### config.mk
export PLATFORM = sky130hd
export DESIGN_NAME = addr_gen_stream
export DESIGN_NICKNAME = d
export VERILOG_FILES = /design/src/rtl/addr_gen_stream.sv
export SDC_FILE = /design/constraint.sdc
export NUM_CORES = 1
export LEC_CHECK = 0
export BUFFER_PORTS_ARGS = -buffer_cell sky130_fd_sc_hd__buf_2
export CAP_MARGIN = 20
export CORE_MARGIN = 2
export CORE_UTILIZATION = 60
export DETAILED_ROUTE_END_ITERATION = 7
export PLACE_DENSITY = 0.81
export SYNTH_ARGS = -nofsm -noshare
export SYNTH_HDL_FRONTEND = slang
export SYNTH_SLANG_ARGS = --single-unit
### constraint.sdc
create_clock -name clk -period 4.2 [get_ports clk]
set_clock_uncertainty 0.2 [all_clocks]
set_input_delay 0.84 -clock clk [delete_from_list [all_inputs] [get_ports clk]]
set_output_delay 0.84 -clock clk [all_outputs]
set_load 0.02 [all_outputs]
### src/rtl/addr_gen_stream.sv
// Streaming vector register-group address generator: one (register, offset)
// beat per handshake, offset as the inner loop, with flush and back-to-back requests.
module addr_gen_stream #(
  parameter int ADDR_WIDTH = 5,
  parameter int OFF_WIDTH  = 8,
  parameter int REG_WIDTH  = 3
) (
  input  logic                  clk,
  input  logic                  rst_n,
  input  logic                  flush,
  input  logic                  req_valid,
  output logic                  req_ready,
  input  logic [ADDR_WIDTH-1:0] req_addr,
  input  logic [REG_WIDTH-1:0]  req_max_reg,
  input  logic [OFF_WIDTH-1:0]  req_max_off,
  input  logic [1:0]            req_frac,
  output logic                  out_valid,
  input  logic                  out_ready,
  output logic [ADDR_WIDTH-1:0] addr_out,
  output logic [OFF_WIDTH-1:0]  off_out,
  output logic                  addr_start,
  output logic                  addr_end,
  output logic                  idle
);

  typedef enum logic {IDLE, BUSY} state_t;

  state_t                 state;
  logic [ADDR_WIDTH-1:0]  base;
  logic [REG_WIDTH-1:0]   max_reg;
  logic [OFF_WIDTH-1:0]   max_off;
  logic [REG_WIDTH-1:0]   reg_idx;

  // Fractional LMUL shrinks the group to a slice of one register; a slice
  // smaller than one element still produces a single beat.
  function automatic logic [OFF_WIDTH-1:0] frac_max_off(
    input logic [OFF_WIDTH-1:0] mo,
    input logic [1:0]           frac
  );
    logic [OFF_WIDTH:0] quot;
    quot = ({1'b0, mo} + (OFF_WIDTH+1)'(1)) >> frac;
    if (frac == 2'd0)
      return mo;
    else if (quot == '0)
      return '0;
    else
      return OFF_WIDTH'(quot - (OFF_WIDTH+1)'(1));
  endfunction

  function automatic logic [ADDR_WIDTH-1:0] wrap_addr(
    input logic [ADDR_WIDTH-1:0] b,
    input logic [REG_WIDTH-1:0]  r
  );
    return ADDR_WIDTH'({{REG_WIDTH{1'b0}}, b} + {{ADDR_WIDTH{1'b0}}, r});
  endfunction

  logic                  advance;
  logic                  accept;
  logic                  off_wrap;
  logic [REG_WIDTH-1:0]  nxt_reg;
  logic [OFF_WIDTH-1:0]  nxt_off;
  logic [REG_WIDTH-1:0]  acc_max_reg;
  logic [OFF_WIDTH-1:0]  acc_max_off;

  assign advance     = out_valid & out_ready;
  assign req_ready   = ~flush & ((state == IDLE) | (advance & addr_end));
  assign accept      = req_valid & req_ready;
  assign off_wrap    = (off_out == max_off);
  assign nxt_reg     = off_wrap ? reg_idx + REG_WIDTH'(1) : reg_idx;
  assign nxt_off     = off_wrap ? '0 : off_out + OFF_WIDTH'(1);
  assign acc_max_reg = (req_frac == 2'd0) ? req_max_reg : '0;
  assign acc_max_off = frac_max_off(req_max_off, req_frac);
  assign idle        = (state == IDLE) & ~out_valid;

  // Beat register stage: flush beats accept, accept beats plain advance.
  always_ff @(posedge clk or negedge rst_n) begin
    if (!rst_n) begin
      state      <= IDLE;
      base       <= '0;
      max_reg    <= '0;
      max_off    <= '0;
      reg_idx    <= '0;
      out_valid  <= 1'b0;
      addr_out   <= '0;
      off_out    <= '0;
      addr_start <= 1'b0;
      addr_end   <= 1'b0;
    end else if (flush) begin
      state      <= IDLE;
      out_valid  <= 1'b0;
      addr_start <= 1'b0;
      addr_end   <= 1'b0;
    end else if (accept) begin
      state      <= BUSY;
      base       <= req_addr;
      max_reg    <= acc_max_reg;
      max_off    <= acc_max_off;
      reg_idx    <= '0;
      out_valid  <= 1'b1;
      addr_out   <= req_addr;
      off_out    <= '0;
      addr_start <= 1'b1;
      addr_end   <= (acc_max_reg == '0) && (acc_max_off == '0);
    end else if (advance) begin
      if (addr_end) begin
        state      <= IDLE;
        out_valid  <= 1'b0;
        addr_start <= 1'b0;
        addr_end   <= 1'b0;
      end else begin
        reg_idx    <= nxt_reg;
        off_out    <= nxt_off;
        addr_out   <= wrap_addr(base, nxt_reg);
        addr_start <= 1'b0;
        addr_end   <= (nxt_reg == max_reg) && (nxt_off == max_off);
      end
    end
  end

endmodule
== Yosys cells after proc, flatten, opt, wreduce, memory -nomap -nowiden ==
Cells that the tools add are included.

* Input bits: 23
* Word-level logic and storage cells: 63
* Output and inout port bits: 18
* Register bits: 35

* Add/sub/neg operators: 5
* Muxes and demuxes: 25
* Equal/unequal tests: 4
* Reductions and logical operators: 12
* Bitwise gates (word level): 7
* Shift operators: 1

{| class="wikitable"
|+ Operators with widths
! kind !! count
|-
| 8-bit 2-to-1 mux || 6
|-
| 8-bit equality test || 2
|-
| 3-bit 2-to-1 mux || 5
|-
| 5-bit 2-to-1 mux || 3
|-
| 1-bit 2-to-1 mux || 11
|-
| 8-bit by 1-bit adder with 9-bit output, second input constant || 1
|-
| 9-bit logical NOT || 1
|-
| 9-bit by 2-bit right shift with 9-bit output || 1
|-
| 8-bit by 1-bit adder with 8-bit output, second input constant || 1
|-
| 8-bit logical NOT || 1
|-
| 8-bit by 1-bit subtractor with 8-bit output, second input constant || 1
|-
| 3-bit nonzero test || 2
|-
| 5-bit by 3-bit adder with 5-bit output || 1
|-
| 1-bit bitwise AND || 4
|-
| 2-bit AND reduction || 2
|-
| 3-bit by 1-bit adder with 3-bit output, second input constant || 1
|-
| 3-bit equality test || 1
|-
| 3-bit logical NOT || 1
|-
| 3-bit AND reduction || 1
|-
| 1-bit logical AND || 2
|-
| 2-bit logical NOT || 1
|-
| 2-bit by 1-bit inequality test with 1-bit output, second input constant || 1
|-
| 1-bit inverter || 2
|-
| 2-bit nonzero test || 1
|-
| 1-bit OR || 1
|}

== Logic depth before layout (Yosys ltp) ==
Gate-level depths: netlist (run 1).

* Depth after elaboration: 9
* Gate-level depth with buffers: 13
* Gate-level depth less buffers: 12

== Worst setup path after synthesis (run 1) ==
OpenSTA, ideal clock, no wires.

* Path kind: input to register
* From: in req_max_off[0]
* To: reg max_off[7]
* Library setup time: 0.125 ns
* Path buffers: 1
* Slack: 0.735 ns
* Data arrival time: 3.141 ns
* Data required time: 3.875 ns
* Stages on the path: 12
* Cell sequence: ha_1 > buf_4 > xnor2_1 > a211oi_2 > nor4_4 > ha_1 > o21ai_0 > nor4_2 > nand4_4 > a41oi_2 > o21ai_1 > mux2_2

* Longest elaborated chain between the ends: 5
* Elaborated cells on any way between the ends: 6
* Classes of those cells: 2 x add/sub; 1 x shift; 2 x mux; 1 x reduce/logical

{| class="wikitable"
|+ RTL lines
! what !! line !! RTL
|-
| start, declared || 15 || <nowiki>input logic [OFF_WIDTH-1:0] req_max_off,</nowiki>
|-
| 8-bit by 1-bit adder with 9-bit output (*) || 41 || <nowiki>quot = ({1'b0, mo} + (OFF_WIDTH+1)'(1)) >> frac;</nowiki>
|-
| 9-bit by 2-bit right shift with 9-bit output (*) || 41 ||
|-
| 8-bit by 1-bit subtractor with 8-bit output / 9-bit logical NOT (equally long branches) || 47, 44 ||
|-
| 8-bit 2-to-1 mux (*) || 44 || <nowiki>else if (quot == '0)</nowiki>
|-
| 8-bit 2-to-1 mux (*) || 42 || <nowiki>if (frac == 2'd0)</nowiki>
|-
| end signal, assigned || 97 || <nowiki>max_off <= acc_max_off;</nowiki>
|-
| end, declared || 31 || <nowiki>logic [OFF_WIDTH-1:0] max_off;</nowiki>
|}

Mark *: on every way between the ends. The rest lies on a longest branch, timed or not.
A chain may end at the register's enable or synchronous reset.

== Worst setup path after layout (run 1) ==
Ends and elaborated chain as after synthesis.

==> results of run 1 <==
## stage by stage
| step | std cells | util (%) | setup WS (ns) | hold slack, ns | instance area, um^2 |
|---|---|---|---|---|---|
| global route | 454 | 68.8 | 0.410 | 0.308 | 3290 |
| global placement | 446 | 66.7 | 0.467 | 0.257 | 3190 |
| finish | 454 | 68.8 | 0.645 | 0.283 | 3290 |
| floorplan | 358 | - | 0.735 | 0.252 | 3010 |
| CTS | 454 | 68.8 | 0.671 | 0.282 | 3290 |
| detailed placement | 446 | 66.7 | 0.381 | 0.265 | 3190 |
## worst max-delay path, cell delays in order
cell and delay [ns]:
buf_2 0.22, ha_1 0.30, xnor2_1 0.17, a211oi_2 0.12
nor4_4 0.38, ha_1 0.22, o21ai_0 0.10, nor4_2 0.36
nand4_4 0.21, a41oi_2 0.25, o21ai_1 0.09, mux2_2 0.28
## final cells by class
class / instances / share of cell area, %
tap: 67 / 2.55
multi-input combinational: 290 / 59.7
timing repair buffer: 44 / 7.00
clock buffer: 8 / 3.04
inverter: 10 / 1.14
sequential: 35 / 26.6
## how the worst min path moves through the flow
stage	from	end	slack [ns]	cells after the start
CTS	addr_out[1]	addr_out[1]	0.28	2
global route	addr_out[1]	addr_out[1]	0.31	2
global placement	addr_out[1]	addr_out[1]	0.26	2
detailed placement	addr_out[1]	addr_out[1]	0.27	2
floorplan	base[2]	base[2]	0.25	2
finish	addr_out[1]	addr_out[1]	0.28	2
## cell families (layout without fill, tap and decap cells)
| kind of cell | after synthesis | in the layout | synth area share, % |
|---|---|---|---|
| adders and majority gates | 9 | 9 | 3.99 |
| DFF | 35 | 35 | 29.1 |
| muxes | 5 | 5 | 1.70 |
| and+or+nand+nor | 163 | 163 | 29.7 |
| AOI/OAI and AO/OA | 80 | 80 | 20.2 |
| xor gates and xnor gates | 33 | 33 | 9.59 |
| buffers and inverters | 33 | 62 | 5.81 |
## routing by layer
layer / wire, um / GRT usage [%] / vias up
met1: 3540 / 42.9 / 1302
met3: 530 / 5.09 / 9
met5: 0 / 0 / -
met4: 69 / 8.13 / 0
li1: - / - / 1349
met2: 3090 / 39.8 / 123
## synth_stat cells, types with 2 or more instances
| master | count | area [um^2] |
|---|---|---|
| nor3_1 | 7 | 35.0 |
| o32ai_1 | 2 | 17.5 |
| o22ai_1 | 4 | 25.0 |
| a21oi_1 | 10 | 50.1 |
| o21a_1 | 3 | 22.5 |
| nor2_1 | 28 | 105 |
| xor2_1 | 10 | 87.6 |
| o31ai_1 | 4 | 30.0 |
| a31oi_1 | 3 | 18.8 |
| nand3_1 | 16 | 80.1 |
| inv_1 | 9 | 33.8 |
| a211o_1 | 3 | 26.3 |
| nor4_4 | 2 | 42.5 |
| nor3b_1 | 2 | 15.0 |
| o22a_1 | 2 | 17.5 |
| nand4_1 | 5 | 31.3 |
| ha_1 | 8 | 100 |
| dfrtp_1 | 35 | 876 |
| o21ai_0 | 15 | 75.1 |
| a21o_1 | 4 | 30.0 |
| buf_2 | 2 | 10.0 |
| or3_1 | 2 | 12.5 |
| nand2_2 | 2 | 12.5 |
| nand3b_1 | 4 | 30.0 |
| xnor2_1 | 23 | 201 |
| buf_6 | 3 | 33.8 |
| clkbuf_1 | 13 | 48.8 |
| a211oi_1 | 6 | 45.0 |
| nand3_4 | 2 | 35.0 |
| nor4_1 | 6 | 37.5 |
| buf_4 | 4 | 30.0 |
| nand2b_1 | 4 | 25.0 |
| o211a_1 | 3 | 30.0 |
| and2_1 | 2 | 12.5 |
| and3_1 | 2 | 12.5 |
| nand2_1 | 60 | 225 |
| nor2b_1 | 2 | 12.5 |
| o211ai_1 | 2 | 15.0 |
| mux2i_1 | 4 | 40.0 |
| a221oi_1 | 2 | 17.5 |
## power breakdown
part | switching (uW) | leakage (uW) | total, uW | internal [uW]
Clock | 117 | 0.0000515 | 267 | 150
Combinational | 179 | 0.000952 | 304 | 125
Sequential | 48.1 | 0.000450 | 427 | 379
Total | 344 | 0.00145 | 998 | 654
==> flow_metrics.env, run 1 <==
export IMPL_status="finished, final reports clean"
export IMPL_finalHoldViolCount=0
export IMPL_area_delta_synth_final_pct=9.17
export IMPL_synth_cell_types=78
export IMPL_r2r_end="addr_out[3]"
export IMPL_synth_seq_cells=35
export IMPL_ys_seq_area_share_pct=29.1
export IMPL_wl_mm=7.23
export IMPL_drtIter0Drc=244
export IMPL_synth_main_ff_cell="dfrtp_1"
export IMPL_endpoint_kind="flop"
export IMPL_core_region_area_um2=4790
export IMPL_cts_buffers=5
export IMPL_final_antenna_net_count=0
export IMPL_die_area_um2=5610
export IMPL_yosys_warnings=0
export IMPL_antenna_found_initial=0
export IMPL_grt_pass1_vias=2512
export IMPL_fill_cells=376
export IMPL_grt_overflow_total=0
export IMPL_dpl_hpwl_mm=5.23
export IMPL_tightest_slew_ns=0.816
export IMPL_dr_pass1_iters=5
export IMPL_max_slew_margin_pct=45.4
export IMPL_cp_data_arrival_time_ns=3.53
export IMPL_top_regs="max_off: 8 flops, off_out: 8 flops"
export IMPL_rsz0062_at_grt="false"
export IMPL_worst_r2r_cell_count=12
export IMPL_syn_inst=358
export IMPL_path_class="in -> reg"
export IMPL_cts_resized=0
export IMPL_ir_worst_vdd_uv=209
export IMPL_crit_fanout=9
export IMPL_postCtsSetupRepairBufs=0
export IMPL_place_gp_congestion=1.00
export IMPL_final_common_cell="nand2_1"
export IMPL_clk_latency_ns=0.28
export IMPL_fin_crit_sh_pct=84.7
export IMPL_cp_required_ns=4.17
export IMPL_clockRootBuffer="clkbuf_8"
export IMPL_final_cell_mix="60 x nand2_1, 40 x buf_2, 35 x dfrtp_1"
export IMPL_grt_usage_pct=27.9
export IMPL_period_needed_ns=3.56
export IMPL_async_flop_share_pct=100
export IMPL_rrSetupSlack_ns=0.97
export IMPL_portBuffers=40
export IMPL_setup_worst_path_end="max_off[7]"
export IMPL_hp_class="reg -> reg"
export IMPL_die_w_um=74.9
export IMPL_ios=41
export IMPL_h_tree_depth=2
export IMPL_drive_gt1_share_pct=19.6
export IMPL_finalSetupTns_ns=0
export IMPL_synth_edf_count=0
export IMPL_crit_reg2reg_launch="off_out[0]"
export IMPL_power_density_nw_per_um2=303
export IMPL_multi_input_area_um2=1960
export IMPL_fp_row_count=25
export IMPL_path_clk_slew_ns=0.07
export IMPL_cts_path_max_buffers=2
export IMPL_fin_nets=418
export IMPL_grt_start_max_net_pins=36
export IMPL_syn_area_um2=3010
export IMPL_power_total_uw=998
export IMPL_cap_viol_max_count=0
export IMPL_cts_hold_buffers=0
export IMPL_vias=2783
export IMPL_cts_tree="built"
export IMPL_startpoint="req_max_off[0]"
export IMPL_slew_violations=0
export IMPL_fmax_mhz=281
export IMPL_avgSynthCellArea_um2=8.42
export IMPL_antenna_cells=0
export IMPL_die_y_um=74.9
export IMPL_route_detailed_drc=0
export IMPL_p_leak_uw=0.00145
export IMPL_syn_nets=390
export IMPL_regArea_um2=876
export IMPL_cts_sinks=35
export IMPL_viasPerCell=6.13
export IMPL_grt_first_pass_wirelength_mm=12.1
export IMPL_start_util_pct=63.0
export IMPL_post_drt_wl_per_cell_um=15.9
export IMPL_cp_start_kind="input port"
export IMPL_setup_violations=0
Note: power is estimated with default switching activity, not from simulation.
==> run 2: changes to the inputs <==
- CORE_UTILIZATION: 60 -> 53
- PLACE_DENSITY: 0.81 -> 0.75
- clock period: 4.2 -> 3 ns (I/O delays scaled with it)
==> run 2 against run 1 <==
Effect of this change:
- sequential share of layout area is 2.9 points lower
- utilization shrank 1.6 points
- critical endpoint is now addr_end
- cell count rose by 11%
- largest power group unchanged
- first-iteration DRC count shrank 23%
- worst hold slack lost 0.10 ns
- highest routed layer unchanged
- combinational power increased by 63%
==> flow_metrics.env, run 2 (synthesis gave the netlist of run 1 again) <==
export IMPL_status="finished, final reports clean"
export IMPL_place_gp_congestion=0.931
export IMPL_final_antenna_net_count=0
export IMPL_fp_row_count=27
export IMPL_switching_share_pct=34.0
export IMPL_hp_class="in -> async"
export IMPL_combinationalPowerShare_pct=32.8
export IMPL_max_slew_margin_pct=47.9
export IMPL_cts_sinks=35
export IMPL_rrSetupSlack_ns=0.24
export IMPL_grt_start_max_net_pins=36
export IMPL_tightest_slew_ns=0.782
export IMPL_final_cell_mix="60 x nand2_1, 51 x buf_4, 40 x buf_2"
export IMPL_ios=41
export IMPL_post_route_util_pct=67.1
export IMPL_drive_gt1_share_pct=30.0
export IMPL_top_regs="max_off: 8 flops, off_out: 8 flops"
export IMPL_timing_hold_ws_ns=0.182
export IMPL_grt_pass1_vias=2847
export IMPL_h_tree_depth=2
export IMPL_regArea_um2=876
export IMPL_max_stage_delay_ns=0.30
export IMPL_grt_usage_pct=26.5
export IMPL_grt_overflow_total=0
export IMPL_cp_required_ns=3.00
export IMPL_path_clk_slew_ns=0.08
export IMPL_wl_mm=7.90
export IMPL_fmax_mhz=347
export IMPL_path_class="in -> reg"
export IMPL_finalHoldViolCount=0
export IMPL_worst_r2r_cell_count=11
export IMPL_cts_tree="built"
export IMPL_crit_family="compound AO/OA/AOI/OAI gates"
export IMPL_route_detailed_drc=0
export IMPL_portBuffers=40
export IMPL_post_drt_wl_per_cell_um=15.6
export IMPL_slew_violations=0
export IMPL_power_density_nw_per_um2=410
export IMPL_cap_viol_max_count=0
export IMPL_antenna_cells=0
export IMPL_final_common_cell="nand2_1"
export IMPL_clk_latency_ns=0.29
export IMPL_finalSetupTns_ns=0
export IMPL_pwr_share_seq_pct=39.0
export IMPL_endpoint_kind="flop"
export IMPL_p_switching_uw=515
export IMPL_fin_crit_sh_pct=96.1
export IMPL_clkPwrFrac_pct=28.2
export IMPL_period_needed_ns=2.88
export IMPL_clockRootBuffer="clkbuf_8"
export IMPL_power_total_uw=1520
export IMPL_p_leak_uw=0.00170
export IMPL_cp_slowest_cell="nor4_4"
export IMPL_rsz0062_at_grt="false"
export IMPL_crit_fanout=4
export IMPL_die_w_um=79.4
export IMPL_setup_violations=0
export IMPL_start_util_pct=54.7
export IMPL_p_int_uw=1000
export IMPL_crit_chain="buf_2 -> ha_1 -> xnor2_2 -> a211oi_2 -> nor4_4 -> buf_4 -> ha_2 -> and3_1 -> a311o_1 -> o311ai_1 -> o21bai_1 -> o32ai_1"
export IMPL_die_y_um=79.4
export IMPL_multi_input_area_um2=2000
export IMPL_drtIter0Drc=188
export IMPL_cts_path_max_buffers=2
export IMPL_ir_worst_vdd_uv=251
export IMPL_die_area_um2=6310
export IMPL_cts_hold_buffers=0
export IMPL_core_region_area_um2=5510
export IMPL_antenna_found_initial=0
export IMPL_fin_nets=465
export IMPL_dpl_hpwl_mm=6.02
export IMPL_grt_first_pass_wirelength_mm=13.3
export IMPL_area_delta_synth_final_pct=22.7
export IMPL_vias=2917
export IMPL_worst_path_buf_inv=2
export IMPL_dr_pass1_iters=4
export IMPL_fill_cells=460
export IMPL_viasPerCell=5.76
export IMPL_cp_start_kind="input port"
export IMPL_cp_data_arrival_time_ns=2.88
export IMPL_cts_buffers=5
export IMPL_cp_num_cells=12
## run 2: final cells by class
class	instances	area share [%]
clock buffer	5	1.86
clock inverter	3	1.18
inverter	10	1.02
multi-input combinational	290	54.0
sequential	35	23.7
tap	72	2.44
timing repair buffer	91	15.8
## run 2: power by group through the flow
stage               registers (uW)  clock network, uW  logic, uW
CTS                            590                432        489
finish                         592                427        497
floorplan                      613                  0        308
global route                   600                454        550
detailed placement             599                  0        485
global placement               595                  0        476
## run 2: path summary, 6_finish.rpt
path	startpoint	endpoint
setup / recovery	req_max_off[0]	addr_end
hold / removal	rst_n	off_out[2]
setup reg to reg	max_off[2]	addr_out[4]
hold reg to reg	addr_out[1]	addr_out[1]
max in group asynchronous	rst_n	max_off[1]
min in group clk	addr_out[1]	addr_out[1]
## run 2: per-layer routing
metal  GRT usage [%]  routed length, um  up-vias
met1            35.5               3630     1384
met3            3.39                409        9
li1                -                  -     1438
met5               0                  0        -
met4            6.38                 96        0
met2            45.7               3770       86
## run 2: what timing repair did
action / in CTS / in global routing
resized for setup: 0 / 1
buffers inserted: 0 / 3
endpoints found under the setup margin: 0 / 2
## run 2: through the flow
step | instances | cell area (um^2) | worst slack (ns)
after floorplan | 358 | 3050 | -0.00429
after global placement | 495 | 3550 | -0.0797
after detailed placement | 495 | 3550 | -0.181
after CTS | 503 | 3670 | 0.121
after global routing | 506 | 3700 | 0.00887
final | 506 | 3700 | 0.116
## run 2: worst reg2reg max path: stages, from the launching register on
cell and delay (ns):
dfrtp_1 0.45, xnor2_2 0.22, nand4_1 0.19, or2_0 0.29, xnor2_1 0.14, ha_1 0.22
fa_1 0.42, a21o_1 0.17, nand2_1 0.07, xnor2_1 0.06, a22oi_1 0.15, nand2_1 0.07
==> run 3: changes to the inputs <==
- CTS_CLUSTER_SIZE: unset -> 40
- SETUP_SLACK_MARGIN: unset -> 0.2
==> run 3 against run 2 <==
Effect of this change:
- non-clock buffer count up 14
- sequential share of layout area down 1.3 points
- die area unchanged
- utilization up 4.9 points
- clock power down 21%
- register-to-register slack worse by 0.06 ns
- global-route usage up 0.32 points
- maximum frequency up 2.4%
- critical endpoint is now addr_out[3]
- clock-buffer cell count up 1
- critical path depth unchanged
- first-iteration DRC count down 8.0%
- routed wire length up 8.6%
==> flow_metrics.env, run 3 (synthesis gave the netlist of run 1 again) <==
export IMPL_status="finished, final reports clean"
export IMPL_crit_fanout=6
export IMPL_cp_slowest_cell="dfrtp_2"
export IMPL_core_region_area_um2=5510
export IMPL_antenna_cells=0
export IMPL_fin_crit_sh_pct=93.9
export IMPL_route_detailed_drc=0
export IMPL_cts_path_max_buffers=2
export IMPL_drtIter0Drc=173
export IMPL_grt_pass1_vias=2873
export IMPL_cap_viol_max_count=0
export IMPL_dpl_hpwl_mm=6.08
export IMPL_wl_mm=8.58
export IMPL_cts_tree="built"
export IMPL_vias=3076
export IMPL_grt_usage_pct=26.8
export IMPL_final_antenna_net_count=0
export IMPL_crit_reg2reg_launch="off_out[4]"
export IMPL_h_tree_depth=2
export IMPL_die_y_um=79.4
export IMPL_top_regs="max_off: 8 flops, off_out: 8 flops"
export IMPL_p_leak_uw=0.00177
export IMPL_fmax_mhz=355
export IMPL_setup_violations=0
export IMPL_pre_cts_slack_ns=-0.121
export IMPL_path_class="reg -> reg"
export IMPL_cp_data_arrival_time_ns=2.79
export IMPL_drive_gt1_share_pct=38.2
export IMPL_antenna_found_initial=0
export IMPL_post_drt_wl_per_cell_um=16.5
export IMPL_clockRootBuffer="clkbuf_8"
export IMPL_start_util_pct=54.7
export IMPL_cp_required_ns=2.97
export IMPL_cp_start_kind="flop"
export IMPL_crit_chain="xnor2_2 -> nand4_1 -> nor2_2 -> mux2i_2 -> inv_2 -> ha_1 -> a21o_1 -> a21oi_2 -> xor2_1 -> nor2_1 -> a21oi_1 -> o21ai_1"
export IMPL_tightest_slew_ns=0.798
export IMPL_grt_first_pass_wirelength_mm=13.5
export IMPL_max_slew_margin_pct=46.8
export IMPL_final_common_cell="buf_4"
export IMPL_ir_worst_vdd_uv=331
export IMPL_die_area_um2=6310
export IMPL_grt_start_max_net_pins=36
export IMPL_finalHoldViolCount=0
export IMPL_place_gp_congestion=0.915
export IMPL_finalSetupTns_ns=0
export IMPL_rsz0062_at_grt="true"
export IMPL_dr_pass1_iters=4
export IMPL_hp_class="in -> async"
export IMPL_area_delta_synth_final_pct=31.6
export IMPL_slew_violations=0
export IMPL_viasPerCell=5.92
export IMPL_startpoint="off_out[4]"
export IMPL_portBuffers=40
export IMPL_timing_final_ws_setup_ns=0.183
export IMPL_endpoint_kind="flop"
export IMPL_fp_row_count=27
export IMPL_grt_overflow_total=0
export IMPL_cts_hold_buffers=0
export IMPL_ios=41
export IMPL_cts_sinks=35
export IMPL_path_clk_slew_ns=0.07
export IMPL_clk_latency_ns=0.29
export IMPL_power_density_nw_per_um2=377
export IMPL_final_cell_mix="62 x buf_4, 60 x nand2_1, 36 x buf_2"
export IMPL_fin_nets=479
export IMPL_die_w_um=79.4
export IMPL_cts_buffers=5
export IMPL_max_stage_delay_ns=0.47
export IMPL_period_needed_ns=2.82
run 3: layout make-up:
type	count	area (um^2)
well taps	72	90.1
multi-input cells	290	2130
clock buffers	6	72.6
repair buffers	105	733
inverters	10	37.5
clock inverters	2	12.5
fillers	414	1540
flip-flops and latches	35	888
run 3: stage by stage:
step	cells	hold slack (ns)	power [uW]	cell area, um^2	utilization (%)
after detailed placement	491	0.261	1090	3580	65.0
after global placement	491	0.256	1080	3580	65.0
after global routing	520	0.237	1570	3970	72.1
after CTS	505	0.214	1450	3740	68.0
final	520	0.192	1500	3970	72.1
after floorplan	358	0.104	938	3130	-
run 3: metal layers:
| layer | up-vias | wire length [um] | track usage (%) |
|---|---|---|---|
| met5 | - | 0 | 0 |
| met4 | 0 | 149 | 9.31 |
| met3 | 19 | 494 | 3.85 |
| met2 | 133 | 4180 | 43.6 |
| met1 | 1461 | 3760 | 36.7 |
| li1 | 1463 | - | - |
run 3: worst max-delay path: cells and delay by family (launching register included):
kind	cells	cell delay [ns]
AND/OR/NAND/NOR	3	0.56
AO/OA/AOI/OAI	4	0.49
flip-flops	1	0.47
XOR/XNOR	2	0.30
multiplexers	1	0.29
adder cells (fa/ha/maj)	1	0.29
buffers and inverters	1	0.08
run 3: final timing paths:
check,endpoint,slack (ns),cells after the start
min in group clk,addr_out[1],0.27,2
worst min register to register,addr_out[1],0.27,2
max in group asynchronous,max_off[0],1.85,1
worst min-delay path,off_out[7],0.19,1
worst max-delay path,addr_out[3],0.18,12
worst max register to register,addr_out[3],0.18,12
run 3: repair_timing:
item | in CTS | in global routing
setup endpoints to repair | 5 | 8
buffers inserted | 6 | 15
resized for setup | 8 | 27
pin swaps | 11 | 16
hold endpoints to repair | 0 | 0
run 3: power breakdown:
| part | switching [uW] | internal, uW |
|---|---|---|
| sequential | 65.0 | 534 |
| clock | 175 | 162 |
| combinational | 298 | 263 |
